## src/rtl/processor_pkg.sv

```systemverilog
// Shared processor definitions used by the instruction memory and its controller.
package processor_pkg;

    typedef enum logic [1:0] {
        IM_CLEAR = 2'd0,
        IM_LOAD  = 2'd1,
        IM_RUN   = 2'd2
    } im_state_t;

    // Word returned for a misaligned or out-of-range fetch.
    localparam logic [31:0] IM_FAULT_INSTR = 32'h0000_0000;

    function automatic int im_addr_w(input int depth);
        return (depth > 1) ? $clog2(depth) : 1;
    endfunction

endpackage

```

## src/rtl/instr_mem_array.sv

```systemverilog
// Single-port synchronous instruction RAM with registered read data.
module instr_mem_array
    import processor_pkg::*;
#(
    parameter int    DEPTH     = 128,
    parameter int    WIDTH     = 32,
    parameter string INIT_FILE = ""
) (
    input  logic                        clk,
    input  logic                        we,
    input  logic [im_addr_w(DEPTH)-1:0] addr,
    input  logic [WIDTH-1:0]            wdata,
    output logic [WIDTH-1:0]            rdata
);

    logic [WIDTH-1:0] mem [DEPTH];

    always_ff @(posedge clk) begin
        if (we) mem[addr] <= wdata;
        rdata <= mem[addr];
    end

endmodule

```

## src/rtl/instr_mem_ctrl.sv

```systemverilog
// Loadable fetch-stage instruction memory: clear/load/run sequencer, fetch handshake
// with stall hold and fault reporting, in front of a single-port RAM.
module instr_mem_ctrl
    import processor_pkg::*;
#(
    parameter int    DEPTH          = 128,
    parameter int    WIDTH          = 32,
    parameter bit    CLEAR_ON_RESET = 1'b1,
    parameter string INIT_FILE      = ""
) (
    input  logic                        CLK,
    input  logic                        RESET_N,
    input  logic                        FetchReq,
    input  logic [31:0]                 PC,
    input  logic                        Stall,
    output logic [WIDTH-1:0]            Instr,
    output logic                        FetchValid,
    output logic                        FetchFault,
    output logic                        Ready,
    input  logic                        LoadValid,
    input  logic [im_addr_w(DEPTH)-1:0] LoadAddr,
    input  logic [WIDTH-1:0]            LoadData,
    input  logic                        LoadLast,
    output logic                        LoadReady,
    input  logic                        Reload
);

    localparam int        AW    = im_addr_w(DEPTH);
    localparam im_state_t ENTRY = CLEAR_ON_RESET ? IM_CLEAR : IM_LOAD;

    im_state_t        state;
    logic [AW-1:0]    clr_idx;
    logic             load_fire;
    logic             fetch_fire;
    logic             fetch_fault;
    logic             ram_we;
    logic [AW-1:0]    ram_addr;
    logic [WIDTH-1:0] ram_wdata;
    logic [WIDTH-1:0] ram_rdata;
    logic             take_p1;
    logic [WIDTH-1:0] hold_p1;
    logic             vld_p1;
    logic             fault_p1;

    // The array port is shared: CLEAR and LOAD own it for writes, RUN for reads.
    always_comb begin
        load_fire   = LoadValid && LoadReady;
        fetch_fire  = FetchReq && Ready && !Stall;
        fetch_fault = (PC[1:0] != 2'b00) || (PC[31:2] >= 30'(DEPTH));
        ram_we      = (state == IM_CLEAR) || load_fire;
        ram_wdata   = (state == IM_CLEAR) ? '0 : LoadData;
        if (state == IM_CLEAR)     ram_addr = clr_idx;
        else if (state == IM_LOAD) ram_addr = LoadAddr;
        else                       ram_addr = PC[AW+1:2];
    end

    instr_mem_array #(
        .DEPTH    (DEPTH),
        .WIDTH    (WIDTH),
        .INIT_FILE(INIT_FILE)
    ) u_array (
        .clk  (CLK),
        .we   (ram_we),
        .addr (ram_addr),
        .wdata(ram_wdata),
        .rdata(ram_rdata)
    );

    always_ff @(posedge CLK or negedge RESET_N) begin
        if (!RESET_N) begin
            state     <= ENTRY;
            clr_idx   <= '0;
            Ready     <= 1'b0;
            LoadReady <= 1'b0;
        end else begin
            case (state)
                IM_CLEAR: begin
                    clr_idx <= clr_idx + 1'b1;
                    if (&clr_idx) begin
                        state     <= IM_LOAD;
                        LoadReady <= 1'b1;
                    end
                end
                IM_LOAD: begin
                    if (load_fire && LoadLast) begin
                        state     <= IM_RUN;
                        Ready     <= 1'b1;
                        LoadReady <= 1'b0;
                    end else begin
                        LoadReady <= 1'b1;
                    end
                end
                IM_RUN: begin
                    if (Reload) begin
                        state     <= IM_LOAD;
                        Ready     <= 1'b0;
                        LoadReady <= 1'b1;
                    end
                end
                default: begin
                    state     <= ENTRY;
                    Ready     <= 1'b0;
                    LoadReady <= 1'b0;
                end
            endcase
        end
    end

    // ---- fetch stage p1: RAM data is used directly only on the cycle after a good
    // fetch; every other cycle replays hold_p1, which is how Stall and idle cycles hold.
    always_ff @(posedge CLK or negedge RESET_N) begin
        if (!RESET_N) begin
            take_p1  <= 1'b0;
            hold_p1  <= '0;
            vld_p1   <= 1'b0;
            fault_p1 <= 1'b0;
        end else if (Stall) begin
            take_p1 <= 1'b0;
            hold_p1 <= Instr;
        end else begin
            take_p1 <= fetch_fire && !fetch_fault;
            hold_p1 <= (fetch_fire && fetch_fault) ? WIDTH'(IM_FAULT_INSTR) : Instr;
            vld_p1  <= fetch_fire;
            if (fetch_fire) fault_p1 <= fetch_fault;
        end
    end

    assign Instr      = take_p1 ? ram_rdata : hold_p1;
    assign FetchValid = vld_p1;
    assign FetchFault = fault_p1;

endmodule

```

## config.mk

```make
export PLATFORM = sky130hd
export DESIGN_NAME = instr_mem_ctrl
export DESIGN_NICKNAME = d
export VERILOG_FILES = /design/src/rtl/processor_pkg.sv /design/src/rtl/instr_mem_array.sv /design/src/rtl/instr_mem_ctrl.sv
export SDC_FILE = /design/constraint.sdc
export NUM_CORES = 2
export LEC_CHECK = 0
export CORE_MARGIN = 5
export CORE_UTILIZATION = 50
export CTS_BUF_LIST = sky130_fd_sc_hd__clkbuf_8
export DETAILED_ROUTE_END_ITERATION = 6
export PLACE_DENSITY_LB_ADDON = 0.05
export SLEW_MARGIN = 40
export SYNTH_ARGS = -nofsm -noshare
export SYNTH_HDL_FRONTEND = slang
export SYNTH_SLANG_ARGS = --single-unit
```

## constraint.sdc

```tcl
create_clock -name CLK -period 7.43 [get_ports CLK]
set_input_delay 1.1145 -clock CLK [delete_from_list [all_inputs] [get_ports CLK]]
set_output_delay 1.1145 -clock CLK [all_outputs]
set_load 0.02 [all_outputs]
```

==> Word level (Yosys, flattened, before mapping) <==
Memories as Yosys holds them, arrays and structs flattened. A register that Yosys moved wholly into a read port is not among the register bits.
Cells that the tools add are included.
W data, S select, Z words.
{ "op_classes": {"n_addsub": 1, "magnitude_cmp": 1, "eq_ne": 5, "n_mux": 20, "bitwise_logic": 2, "n_reduce_logical": 17} }
{ "ops": {"columns": ["op", "n"], "rows": [
  ["$mux W32", 4],
  ["$ge A30 B8 Y1 const B", 1],
  ["$mux W7", 2],
  ["$mux W1", 8],
  ["$add A7 B1 Y7 const B", 1],
  ["$reduce_and A7 Y1", 1],
  ["$logic_and A1 B1 Y1", 6],
  ["$mux W2", 3],
  ["$pmux W1 S3", 2],
  ["$pmux W2 S3", 1],
  ["$reduce_and A3 Y1", 2],
  ["$ne A2 B1 Y1 const B", 2],
  ["$reduce_and A2 Y1", 2],
  ["$eq A2 B1 Y1 const B", 1],
  ["$eq A2 B2 Y1 const B", 1],
  ["$logic_not A1 Y1", 2],
  ["$logic_not A2 Y1", 1],
  ["$logic_or A1 B1 Y1", 2],
  ["$ne A2 B2 Y1 const B", 1],
  ["$not A1 Y1", 2],
  ["$reduce_bool A2 Y1", 1]
]} }
{ "word_totals": {"register_bits": 46, "ramBits": 4096, "in_bits": 78, "out_inout_bits": 36, "elab_cells": 55, "n_memories": 1} }
{ "mem_list": {"columns": ["memory", "depth", "word_bits", "rd", "rd_clocked_by_memory_dff", "write_ports", "line_no", "rtl"], "rows": [
  ["u_array.mem", 128, 32, 1, 1, 1, "instr_mem_array.sv:16", "logic [WIDTH-1:0] mem [DEPTH];"]
]} }

==> Logic depth before layout (Yosys ltp) <==
{ "logic_depth": {"word_depth": 5, "depth_mapped": 13, "mapped_depth_nobuf": 8} }

==> Hierarchy <==
A second synthesis with hierarchy kept.
{ "unflattened": {"hier_cells": 9254, "hier_area_um2": 160081.0} }
{ "modules_own_cells": {"columns": ["module", "instances", "cells_per_inst", "area_each_um2", "seq_area_each_um2"], "rows": [
  ["instr_mem_array", 1, 8954, 157257.1, 123638.6],
  ["instr_mem_ctrl", 1, 300, 2824.0, 1151.1]
]} }

==> Worst setup path after synthesis <==
No wires, ideal clock.
{ "synth_path": {"path_kind": "register to register", "start": "reg state[0]", "end": "mem u_array.mem[0][22], data pin", "arrival_time_ps": 4287, "slack_ps": 2318, "stages_incl_launch_ff": 7, "path_cell_list": "dfrtp_1 -> buf_4 -> buf_2 -> nor2_1 -> clkbuf_1 -> clkbuf_1 -> nor2b_1"} }
{ "synth_between": {"elab_chain_cells": 2} }
{ "synth_lines": {"columns": ["element", "line_no", "rtl"], "rows": [
  ["from (decl)", "instr_mem_ctrl.sv:31", "im_state_t state;"],
  ["from (signal assigned)", "instr_mem_ctrl.sv:71", "state <= ENTRY;"],
  ["from (signal assigned)", "instr_mem_ctrl.sv:80", "state <= IM_LOAD;"],
  ["from (signal assigned)", "instr_mem_ctrl.sv:86", "state <= IM_RUN;"],
  ["$logic_not A2 Y1", "instr_mem_ctrl.sv:51", "ram_wdata = (state == IM_CLEAR) ? '0 : LoadData;"],
  ["$mux W32", "instr_mem_ctrl.sv:51", null],
  ["via ram_wdata[22]", "instr_mem_ctrl.sv:38", "logic [WIDTH-1:0] ram_wdata;"],
  ["to (decl)", "instr_mem_array.sv:16", null]
]} }
The timed path passes the listed nets, and every way through them passes these cells.

==> Worst setup path in the final report <==
{ "layout_path": {"start": "reg state[0]", "end": "reg u_array.rdata[10], read port of u_array.mem"} }
{ "layout_between": {"elab_chain_cells": 3, "word_cells_on_any_way": 4} }
{ "layout_lines": {"columns": ["element", "line_no", "rtl"], "rows": [
  ["$eq A2 B1 Y1", "instr_mem_ctrl.sv:53", "else if (state == IM_LOAD) ram_addr = LoadAddr;"],
  ["$mux W7", "instr_mem_ctrl.sv:53", null],
  ["$mux W7 *", "instr_mem_ctrl.sv:52", "if (state == IM_CLEAR) ram_addr = clr_idx;"],
  ["to (decl)", "instr_mem_array.sv:13", "output logic [WIDTH-1:0] rdata"]
]} }
Every way passes the cells marked *; elsewhere a longest branch is shown, timed or not.
A chain may end at the register's enable or synchronous reset.

==> results.toml <==
[detailed_routing]
routed-via-count = 104000
final_antenna_net_count = 0
routed_via_count_divided_by_cell_count = 6.03
drt_first_iter_violations = 13400
remaining_drc_errors = 0
detail_route.first_pass.iterations = 7
postRouteWirelength_um = 526000
wire_per_inst_um = 30.5

[cts]
clock_tree.root_cell = "sky130_fd_sc_hd__clkbuf_8"
postCtsSetupRepairBufs = 0
cts_tree = "built"
clk-insertion-delay-late_ns = 1.26
clkSinkCount = 4174
cts_max_path_buffers = 4
cts_made_buffers = 680
h-tree-depth = 6
clkTransAtPathRegs_ns = 0.06

[timing]
period_share_pct = 69.0
setup_viol_count_final = 0
worst_slack_ns = 2.31
hold-worst-slack_ns = 0.489
timing.final.max_slew_violations = 0
hold_violations = 0
rsz0062_at_grt = "no"
max-slew-margin-rel_pct = 21.7
fmax_mhz = 195
post-route-min-period_ns = 5.12
worst_pin_slew_ns = 1.17
finClkSkew_ns = 0.0758
finalSetupTns_ns = 0

[yosys]
synthArstFlopShare_pct = 1.10
synth_top_flop_cell = "sky130_fd_sc_hd__edfxtp_1"
synth.ff_latch_count = 4174
yosysWarnings = 0
number_of_synthesized_flops_with_an_enable_pin = 4096
post_synth_inst_count = 11800
synthesis.area_um2 = 164000
mappedNetlistNets = 11900
post_synth_num_cell_types = 44
synth-seq-area-share_pct = 76.1
synth_area_per_cell_um2 = 13.9

[floorplan]
row_count = 210
die_height_um = 583
io_pins = 114
chipWidth_um = 583
core-area_um2 = 327000
initial_utilization_pct = 50.1
fp.dieArea_um2 = 339000

[hold_path]
holdCritPathClass = "input pin to async pin"

[finish]
syn2layout_area_growth_pct = 13.1
final-seq-area_um2 = 125000
multi_input_comb_area_um2 = 37200
layout.nets = 12400
finalCoreUtilization_pct = 56.7
fillerInstances = 26400
share_of_final_layout_standard_cells_stronger_than_drive_strength_1_pct = 11.6

[global_route]
track_usage_pct = 30.3
first_pass_grt_wire_length_um = 742000
grt-ovfl-total = 0
grt_antenna_before_repair = 42
first_global_vias = 100000
grt_max_degree = 157

[worst_setup_path]
worst_path_cell_with_the_longest_stage_delay = "sky130_fd_sc_hd__dfrtp_1"
crit_path_max_incr_delay_ns = 0.77
cp_startpoint = "state[0]"
setup.worst_path.start_class = "flop"
worstSetupEndpointType = "flop"
timing_worst_setup_path_type = "flop to flop"
path_max_fanout = 51
r2r.worst_path.cells = 12
cp_cell_sequence = "mux2_4, o21a_4, buf_12, buf_12, buf_4, buf_4, mux2i_1, mux2i_1, a32oi_1, nand3_1, o21ai_1, nand4_1"
arrival_ns = 6.18
worstSetupEndpoint = "u_array.rdata[10]"
critPathRequiredTime_ns = 8.48
critical_path.reg2reg.endpoint = "u_array.rdata[10]"
timing.reg2reg.setup_slack_ns = 2.31
regToRegStartpoint = "state[0]"

[job]
cap_viol_max_count = 0

[pwr]
power.leakage_nw = 65.9
power-per-cell-area_nw_per_um2 = 430
worst_ir_drop_vdd_uv = 426

[placed_design]
port_buffers = 113
placement.setup.worst_slack_ns = 1.69
hpwl_um = 298000
place_congestion = 0.857

[outcome]
outcome = "completed"
critical path, delay by kind of cell (launching register included):
kind | cells | cell delay [ns]
compound gates | 3 | 1.37
buf+inv | 4 | 1.65
flops | 1 | 0.77
mux | 3 | 0.63
simple gates | 2 | 0.28
synthesized netlist by cell type (2+ instances only):
cell	instances	share of area, %
sky130_fd_sc_hd__edfxtp_1	4096	75
sky130_fd_sc_hd__nand2_1	3117	7.1
sky130_fd_sc_hd__nand3_1	2290	7.0
sky130_fd_sc_hd__mux2i_1	756	4.6
sky130_fd_sc_hd__buf_2	333	1.0
sky130_fd_sc_hd__clkbuf_1	324	0.74
sky130_fd_sc_hd__a32oi_1	255	1.4
sky130_fd_sc_hd__nor2_1	145	0.33
sky130_fd_sc_hd__o21ai_1	77	0.24
sky130_fd_sc_hd__nor2b_1	65	0.25
sky130_fd_sc_hd__buf_1	61	0.14
sky130_fd_sc_hd__o21ai_0	57	0.17
sky130_fd_sc_hd__dfrtp_1	46	0.70
sky130_fd_sc_hd__nand4_1	38	0.15
sky130_fd_sc_hd__mux2_2	34	0.23
sky130_fd_sc_hd__dfxtp_1	32	0.39
sky130_fd_sc_hd__buf_4	21	0.096
sky130_fd_sc_hd__buf_6	8	0.055
sky130_fd_sc_hd__a21oi_1	7	0.021
sky130_fd_sc_hd__and2_1	7	0.027
sky130_fd_sc_hd__and3_1	7	0.027
sky130_fd_sc_hd__o21a_1	6	0.027
sky130_fd_sc_hd__a31oi_1	5	0.019
sky130_fd_sc_hd__nor4_1	5	0.019
sky130_fd_sc_hd__a32o_1	4	0.024
sky130_fd_sc_hd__nor3_1	4	0.012
sky130_fd_sc_hd__xnor2_1	4	0.021
sky130_fd_sc_hd__a211oi_1	3	0.014
sky130_fd_sc_hd__a22o_1	2	0.011
sky130_fd_sc_hd__mux2_4	2	0.018
sky130_fd_sc_hd__o31ai_1	2	0.0092
sky130_fd_sc_hd__xor2_1	2	0.011
per-layer routing:
metal | wire length [µm] | part of all wire, % | GRT usage (%) | vias up
met2 | 245000 | 47 | 48.0 | 5226
met1 | 212000 | 40 | 42.1 | 53000
met4 | 22500 | 4.3 | 12.0 | 14
met5 | 95 | 0.018 | 0 | -
li1 | - | - | - | 44700
met3 | 45600 | 8.7 | 5.34 | 930
report_power, final:
group	leakage, nW	internal (W)	switching [W]
logic	20.5	0.00800	0.0241
registers	38.4	0.0290	0.000483
clock network	7.05	0.00900	0.00917
worst min path at each step:
stage | slack [ns] | cells after the start | endpoint | start
2_1_floorplan | 0.46 | 1 | clr_idx[5] | clr_idx[5]
3_3_place_gp | 0.47 | 2 | FetchValid | FetchValid
3_5_place_dp | 0.48 | 1 | clr_idx[5] | clr_idx[5]
4_1_cts | 0.39 | 3 | FetchValid | Stall
5_1_grt | 0.46 | 3 | hold_p1[29] | RESET_N
6_report | 0.49 | 3 | hold_p1[15] | RESET_N
repair_timing:
action                    4_1_cts  5_1_grt
hold buffers                    1        0
gates resized for setup         0        0
hold endpoints to repair       37        0
per-stage QoR:
step | total power [W] | instance area [µm²] | instances
global route | 0.0829 | 185000 | 17200
floorplan | 0.0476 | 164000 | 11800
CTS | 0.0798 | 185000 | 17200
detailed placement | 0.0618 | 173000 | 16000
finish | 0.0798 | 185000 | 17200
global placement | 0.0613 | 172000 | 15900
logic make-up (layout without fill, tap and decap cells):
group,count (synthesis),count (layout),share of synthesized area (%)
compound gates,423,423,1.93
xor+xnor,6,6,0.0321
fa+ha+maj,1,1,0.00763
buf+inv,748,1766,2.05
flops,4174,4174,76.1
mux,793,793,4.88
other cells,0,33,0
simple gates,5682,5682,15.0
state kept, by name, summed over array words and instances, names as in the netlist:
register       flops
LoadReady          1
FetchFault         1
Ready              1
take_p1            1
FetchValid         1
state              2
u_array.rdata     32
hold_p1           32
u_array.mem     4096
clr_idx            7
cells in the final DEF (no fill, tap or decap), types with 21 or more instances in the layout:
cell / instances
sky130_fd_sc_hd__clkinv_1: 163
sky130_fd_sc_hd__clkinvlp_4: 21
sky130_fd_sc_hd__mux2i_1: 754
sky130_fd_sc_hd__dfrtp_1: 45
sky130_fd_sc_hd__nor2b_4: 34
sky130_fd_sc_hd__buf_6: 30
sky130_fd_sc_hd__o21ai_1: 88
sky130_fd_sc_hd__clkdlybuf4s50_1: 112
sky130_fd_sc_hd__nor2_4: 133
sky130_fd_sc_hd__nor2b_1: 31
sky130_fd_sc_hd__dfxtp_1: 32
sky130_fd_sc_hd__clkinv_2: 43
sky130_fd_sc_hd__nand3_1: 2286
sky130_fd_sc_hd__buf_12: 77
sky130_fd_sc_hd__o21ai_0: 28
sky130_fd_sc_hd__inv_1: 248
sky130_fd_sc_hd__mux2_2: 33
sky130_fd_sc_hd__a32oi_1: 255
sky130_fd_sc_hd__edfxtp_1: 4096
sky130_fd_sc_hd__diode_2: 33
sky130_fd_sc_hd__clkbuf_8: 701
sky130_fd_sc_hd__buf_4: 305
sky130_fd_sc_hd__nand2_1: 3111
sky130_fd_sc_hd__nand4_1: 38
area by class of cell:
class	instances	area share [%]
Sequential cell	4174	67.3
Clock buffer	701	5.20
Tap cell	4346	2.93
Timing Repair Buffer	551	3.14
Antenna cell	33	0.0445
Inverter	1	0.00202
Multi-Input combinational cell	6905	20.1
Clock inverter	513	1.32
No activity file was read; power rests on OpenSTA's default activity.
